`config.mk`:
```
export PLATFORM = sky130hd
export DESIGN_NAME = sample_iterator
export DESIGN_NICKNAME = d
export VERILOG_FILES = /design/src/rtl/sample_iterator.sv
export SDC_FILE = /design/constraint.sdc
export NUM_CORES = 1
export LEC_CHECK = 0
export CORE_AREA = 2 2 342 344
export DETAILED_ROUTE_END_ITERATION = 7
export DIE_AREA = 0 0 344 346
export GPL_ROUTABILITY_DRIVEN = 0
export SYNTH_ARGS = -nofsm -noshare
export SYNTH_HDL_FRONTEND = slang
export SYNTH_SLANG_ARGS = --single-unit
```
`constraint.sdc`:
```
create_clock -name clk -period 14.25 [get_ports clk]
set_input_delay 4.275 -clock clk [delete_from_list [all_inputs] [get_ports clk]]
set_output_delay 4.275 -clock clk [all_outputs]
set_load 0.02 [all_outputs]
```
`src/rtl/sample_iterator.sv`:
```
// sample_iterator: walks a triangle's bounding box in raster order (x fastest)
// at the selected subsample pitch, emitting SAMPS horizontally adjacent sample
// locations per cycle with per-sample valid flags.
// Optional build macro: SAMPLE_ITER_PERF_EN adds a 32-bit consumed-group counter.
module sample_iterator #(
   parameter int SIGFIG = 24,
   parameter int RADIX  = 10,
   parameter int VERTS  = 3,
   parameter int AXIS   = 3,
   parameter int COLORS = 3,
   parameter int SAMPS  = 4
) (
   input  logic                     clk,
   input  logic                     rst,
   input  logic signed [SIGFIG-1:0] tri_R13S [VERTS][AXIS],
   input  logic        [SIGFIG-1:0] color_R13U [COLORS],
   input  logic signed [SIGFIG-1:0] box_R13S [2][2],
   input  logic                     validTri_R13H,
   input  logic        [3:0]        subSample_RnnnnU,
   input  logic                     halt_R14H,
   output logic                     halt_R13H,
   output logic signed [SIGFIG-1:0] tri_R14S [VERTS][AXIS],
   output logic        [SIGFIG-1:0] color_R14U [COLORS],
   output logic signed [SIGFIG-1:0] sample_R14S [2][SAMPS],
`ifdef SAMPLE_ITER_PERF_EN
   output logic        [31:0]       groupCnt_R14U,
`endif
   output logic        [SAMPS-1:0]  validSamp_R14H
);

   // One guard bit so that stepping past the right edge never wraps.
   localparam int GW = SIGFIG + 1;

   typedef enum logic {WAIT, TEST} state_t;

   state_t                   state, next_state;
   logic                     accept, advance, wrap, consume;
   int                       shift_k;
   logic        [SIGFIG-1:0] step, mask;
   logic signed [SIGFIG-1:0] sx0_in, sy0_in;
   logic signed [SIGFIG-1:0] cx, cy, sx0, urx, ury;
   logic signed [GW-1:0]     step_w, cx_w, cy_w, urx_w, ury_w, nx_w, ny_w, acc;
   logic signed [GW-1:0]     xs [SAMPS];

   // Decode the one-hot pitch into a step and the start-point alignment mask.
   always_comb begin
      case (subSample_RnnnnU)
         4'b0100: shift_k = 1;
         4'b0010: shift_k = 2;
         4'b0001: shift_k = 3;
         default: shift_k = 0;
      endcase
      step   = SIGFIG'(1) << (RADIX - shift_k);
      mask   = ~(step - SIGFIG'(1));
      sx0_in = box_R13S[0][0] & mask;
      sy0_in = box_R13S[0][1] & mask;
   end

   // Guard-extended positions of every sample in the current group plus the next group start.
   always_comb begin
      step_w = {1'b0, step};
      cx_w   = {cx[SIGFIG-1], cx};
      cy_w   = {cy[SIGFIG-1], cy};
      urx_w  = {urx[SIGFIG-1], urx};
      ury_w  = {ury[SIGFIG-1], ury};
      acc    = cx_w;
      for (int i = 0; i < SAMPS; i++) begin
         xs[i] = acc;
         acc   = acc + step_w;
      end
      nx_w = acc;
      ny_w = cy_w + step_w;
   end

   // FSM state register.
   always_ff @(posedge clk) begin
      // NOTE: sequential state uses non-blocking assignments so every register samples pre-edge values.
      if (!rst) state <= WAIT;
      else      state <= next_state;
   end

   // Next-state and control decode.
   always_comb begin
      // NOTE: every output of this block gets a default first, so no path can infer a latch.
      next_state = state;
      halt_R13H  = 1'b0;
      accept     = 1'b0;
      advance    = 1'b0;
      wrap       = 1'b0;
      consume    = 1'b0;
      case (state)
         WAIT: begin
            if (validTri_R13H) begin
               accept = 1'b1;
               if ((box_R13S[1][0] >= sx0_in) && (box_R13S[1][1] >= sy0_in))
                  next_state = TEST;
            end
         end
         TEST: begin
            halt_R13H = 1'b1;
            if (!halt_R14H) begin
               consume = 1'b1;
               if (nx_w <= urx_w)      advance    = 1'b1;
               else if (ny_w <= ury_w) wrap       = 1'b1;
               else                    next_state = WAIT;
            end
         end
         default: next_state = WAIT;
      endcase
   end

   // Triangle latch and raster position registers.
   always_ff @(posedge clk) begin
      if (!rst) begin
         cx  <= '0;
         cy  <= '0;
         sx0 <= '0;
         urx <= '0;
         ury <= '0;
         // NOTE: these are small register arrays, not RAM, so they are reset to give defined outputs.
         for (int v = 0; v < VERTS; v++)
            for (int a = 0; a < AXIS; a++)
               tri_R14S[v][a] <= '0;
         for (int c = 0; c < COLORS; c++)
            color_R14U[c] <= '0;
      end else if (accept) begin
         cx  <= sx0_in;
         cy  <= sy0_in;
         sx0 <= sx0_in;
         urx <= box_R13S[1][0];
         ury <= box_R13S[1][1];
         tri_R14S   <= tri_R13S;
         color_R14U <= color_R13U;
      end else if (advance) begin
         cx <= nx_w[SIGFIG-1:0];
      end else if (wrap) begin
         cx <= sx0;
         cy <= ny_w[SIGFIG-1:0];
      end
   end

   // Sample outputs: the current group in TEST, all zero with no valids in WAIT.
   always_comb begin
      validSamp_R14H = '0;
      for (int i = 0; i < SAMPS; i++) begin
         sample_R14S[0][i] = '0;
         sample_R14S[1][i] = '0;
      end
      if (state == TEST) begin
         for (int i = 0; i < SAMPS; i++) begin
            sample_R14S[0][i] = xs[i][SIGFIG-1:0];
            sample_R14S[1][i] = cy;
            validSamp_R14H[i] = (xs[i] <= urx_w);
         end
      end
   end

`ifdef SAMPLE_ITER_PERF_EN
   // Count groups handed downstream; wraps naturally at 2^32.
   always_ff @(posedge clk) begin
      if (!rst)         groupCnt_R14U <= '0;
      else if (consume) groupCnt_R14U <= groupCnt_R14U + 32'd1;
   end
`endif

endmodule
```
; ---- After elaboration in Yosys (flattened, before gate mapping)
; Cells that the tools add are included.
[classes]
add_sub_neg = 7
multipliers = 0
div_mod_pow = 0
magnitude_cmp = 8
n_eq_ne = 4
shift = 1
mux = 24
n_bitwise = 4
reduce_logical = 4
[ops]
columns = op, n
row1 = $mux 192, 1
row2 = $mux 24, 6
row3 = $le 25x24->1, 5
row4 = $add 25x25->25, 3
row5 = $add 24x25->25, 2
row6 = $and 24x24->24, 2
row7 = $ge 24x24->1, 2
row8 = $shl 1x32->24 const A, 1
row9 = $sub 5x32->32 const A, 1
row10 = $le 24x24->1, 1
row11 = $not 24->24, 1
row12 = $sub 24x1->24 const B, 1
row13 = $mux 1, 14
row14 = $pmux 2 s3, 1
row15 = $eq 4x1->1 const B, 1
row16 = $eq 4x2->1 const B, 1
row17 = $eq 4x3->1 const B, 1
row18 = $mux 4, 1
row19 = $reduce_bool 3->1, 1
row20 = $ne 2x2->1 const B, 1
row21 = $pmux 1 s2, 1
row22 = $reduce_and 2->1, 1
row23 = $reduce_bool 2->1, 1
row24 = $logic_and 1x1->1, 1
row25 = $not 1->1, 1
[word_totals]
ff_bits = 409
latchBits = 0
ramBits = 0
rom_bits = 0
input_bits = 392
out_inout_bits = 485
wordCells = 70
memories = 0

; ---- Depth between registers and ports, before layout
[depth]
ltp_word = 15
depth_mapped = 42
mapped_depth_nobuf = 40

; ---- Least setup slack after synthesis
; Ideal clock, no wire load.
[synth_path]
path_type = input to output
start = input port subSample_RnnnnU[2]
end = output port validSamp_R14H[3]
arrival_ns = 10.676
path_slack_ns = -0.701
stages = 27
path_cell_list = nor4b_1 > or3_1 > inv_1 > ha_1 > nand2_1 > o21ai_1 > nor2_1 > xnor2_1 > ha_1 > a21o_1 > a221oi_1 > o21ai_0 > xor2_1 > ha_1 > o2111a_1 > a221oi_1 > a21boi_0 > a21oi_1 > nand4_1 > nor3_1 > or2_1 > clkbuf_1 > ha_1 > nand3_1 > o221ai_1 > nor2_1 > a221o_1
[synth_via]
elab_chain_cells = 9
[synth_lines]
columns = element, line_no
row1 = from (decl), 19  ; input logic [3:0] subSample_RnnnnU,
row2 = $eq 4x1->1 (tied with other cells), 47  ; case (subSample_RnnnnU)
row3 = $pmux 2 s3 *, 47
row4 = $sub 5x32->32 *, 53  ; step = SIGFIG'(1) << (RADIX - shift_k);
row5 = $shl 1x32->24 *, 53
row6 = $add 24x25->25, 69  ; acc = acc + step_w;
row7 = $add 25x25->25, 69
row8 = $add 25x25->25 *, 69
row9 = $le 25x24->1 *, 153  ; validSamp_R14H[i] = (xs[i] <= urx_w);
row10 = $mux 4 *, 149  ; if (state == TEST) begin
row11 = to (decl), 28  ; output logic [SAMPS-1:0] validSamp_R14H
; Mark *: on every way between the ends. The rest lies on a longest branch, timed or not.

; ---- Final worst setup path
; Same ends and word-level chain as after synthesis.

==> flow_summary.toml <==
[outcome]
outcome = "finished with violations"
violations = "setup timing"

[clocking]
cts_tree = "yes"
clock_latency_ns = 0.65
clkTransAtPathRegs_ns = 0.06
root_buffer = "clkbuf_16"
hold_buffers = 0
cts.sinks = 409
cts_max_level = 2
numCtsBuffers = 53
cts_buffer_depth = 3

[setup_path]
regToRegSetupSlack_ns = 5.51
worst-path-buf-inv = 6
cp_slowest_cell = "a221o_1"
critPathLaunchType = "input port"
r2r-end = "cx[17]"
max_stage_delay_ns = 0.37
cp_max_fo = 5
reg2reg_depth = 38
critPathRequiredTime_ns = 9.97
worstPathArrival_ns = 10.07
critical-path-top-delay-family = "compound AO/OA/AOI/OAI gates"
path_class = "input port to primary output"
cp_common_cell = "buf_6"
rr_startpoint = "cx[7]"
startpoint = "subSample_RnnnnU[2]"
crit_cells = 33
critical_path.endpoint_type = "primary output"

[synth]
synth_cell_type_count = 95
yosysWarnings = 0
syn_inst = 3270
syn_avg_cell_area_um2 = 7.68
synth_top_cell_by_area = "dfxtp_1"
yosysSeqAreaShare_pct = 32.6
netlist.area_leader.share_pct = 32.6
ys_top_cells_by_area = "dfxtp_1, ha_1, nand2_1"
syn_area_um2 = 25100
synth_edf_count = 0
yosys_most_used_dff = "dfxtp_1"
ys_ff_latch = 409
ys_async_sr_fraction_pct = 0

[min_path]
min-delay-start = "sx0[3]"
hold_depth = 2
hold_class = "flip-flop to flip-flop"
whs_endpoint = "sx0[3]"

[global_route]
grt_max_degree = 198
grt_pass1_vias = 25996
grtUsageTotal_pct = 21.1
grt_overflow_total = 0
grt_pass1_wl_um = 183000
antenna_found_initial = 59

[timing]
fin_worst_skew_ns = 0.0261
rsz0062_at_grt = "yes"
post-route-period-util_pct = 101
slew_violations = 0
slew_headroom_pct = 12.5
min_period_ns = 14.34
hold_viol_final = 0
max_freq_ghz = 0.0697
tightest_slew_ns = 1.31
setup_ws_ns = -0.0900
finalSetupViolations = 1

[cells_and_area]
drive_above_1_share_pct = 9.78
multi_input_area_um2 = 15900
syn_to_final_growth_pct = 54.0
mostFrequentLayoutCells = "clkdlybuf4s50_1, nand2_1, a21oi_1, dfxtp_1, ha_1"
final_common_cell = "clkdlybuf4s50_1"
seq_area_um2 = 8190
design_area_um2 = 38700
num-nets-final = 4889
num-fill-cells = 12116

[floorplan]
die_h_um = 346
die_w_um = 344
dieArea_um2 = 119000
core_area_um2 = 115000
start_util_pct = 21.8
row_count = 125
ioPinCount = 877

[placement]
place_area_um2 = 36200
place_hpwl_um = 106000
port_buffers = 870
dp_slack_ns = -1.54

[drt]
detail_route.iter0.violations = 1896
ant_nets = 0
post_drt_wl_per_cell_um = 22.7
drt_first_pass_iters = 5
avgViaCountPerCell = 4.67
drc_errors = 0
num_vias = 27053
drt_wl_total_um = 132000

[power_and_ir_drop]
power_leakage_uw = 0.0159
ir_worst_vdd_mv = 0.0989
power_density_nw_per_um2 = 141

[flow_run]
cap_viol_max_count = 0
==> worst register-to-register path, delay by kind of cell (launching register included) <==
kind	cells	cell delay (ns)
AO/OA/AOI/OAI	16	3.46
adder cells (fa/ha/maj)	5	1.36
buffers and inverters	6	1.00
flip-flops	1	0.40
multiplexers	2	0.51
XOR/XNOR	4	0.67
AND/OR/NAND/NOR	5	1.19
==> repair_timing <==
action	4_1_cts	5_1_grt
buffers inserted	28	7
gates resized for setup	64	40
pin swaps	37	28
endpoints found under the setup margin	9	3
==> synth_stat cells, drive strengths merged (11+ instances only) <==
cell      n
nand2   828
a21oi   484
dfxtp   409
ha      271
clkbuf  155
inv     126
and2    116
o21ai    96
nor2     89
buf      86
a21o     82
xnor2    57
xor2     45
nand4    42
nand3    34
nor2b    32
o21a     32
nand2b   29
nor3     26
a31oi    22
mux2i    21
and3     18
o211ai   17
a211oi   16
a21boi   11
==> state kept, by name (all words and copies together) (netlist names) <==
| signal | count |
|---|---|
| cy | 24 |
| urx | 24 |
| state | 1 |
| sx0 | 24 |
| ury | 24 |
| tri_R14S | 216 |
| color_R14U | 72 |
| cx | 24 |
==> worst max-delay path by stage <==
| stage | endpoint | slack, ns |
|---|---|---|
| floorplan | validSamp_R14H[3] | 0.01 |
| global route | validSamp_R14H[3] | -0.35 |
| CTS | validSamp_R14H[3] | -0.06 |
| detailed placement | validSamp_R14H[3] | -1.54 |
| global placement | validSamp_R14H[3] | -1.42 |
| finish | validSamp_R14H[3] | -0.09 |
==> final cells by class <==
class	count	share of cell area (%)
flip-flops and latches	409	21.2
diodes	10	0.0647
multi-input cells	2566	41.2
clock buffers	75	4.03
repair buffers	1065	26.7
well taps	1524	4.93
inverters	126	1.25
clock inverters	24	0.679
==> report_power, final <==
group	switching, uW	internal, uW	total [uW]
logic	1530	1200	2730
registers	81.2	1240	1320
clock network	600	806	1410
==> kinds of logic after synthesis <==
kind of cell	share of synthesized area, %
AOI/OAI and AO/OA	19.7
xor gates and xnor gates	3.84
adders and majority gates	13.9
buffers and inverters	6.65
DFF	32.6
muxes	0.971
other	0.0299
and+or+nand+nor	22.4
==> routing by layer <==
layer	share of wire, %	GRT usage (%)
met5	0.26	0
met4	4.7	8.36
met3	7.8	5.88
met2	49	37.4
met1	38	23.6
==> stage by stage <==
| step | TNS (ns) | util [%] | hold slack, ns | total power, uW | std cells |
|---|---|---|---|---|---|
| 4_1_cts | -0.0591 | 33.3 | 0.434 | 5390 | 5782 |
| 2_1_floorplan | 0 | - | 0.412 | 2890 | 3342 |
| 3_3_place_gp | -2.78 | 31.4 | 0.419 | 3890 | 5655 |
| 5_1_grt | -0.473 | 33.5 | 0.462 | 5780 | 5792 |
| 6_report | -0.0900 | 33.5 | 0.438 | 5450 | 5799 |
| 3_5_place_dp | -3.41 | 31.4 | 0.426 | 3930 | 5655 |
Power figures use the tool's default switching activity.
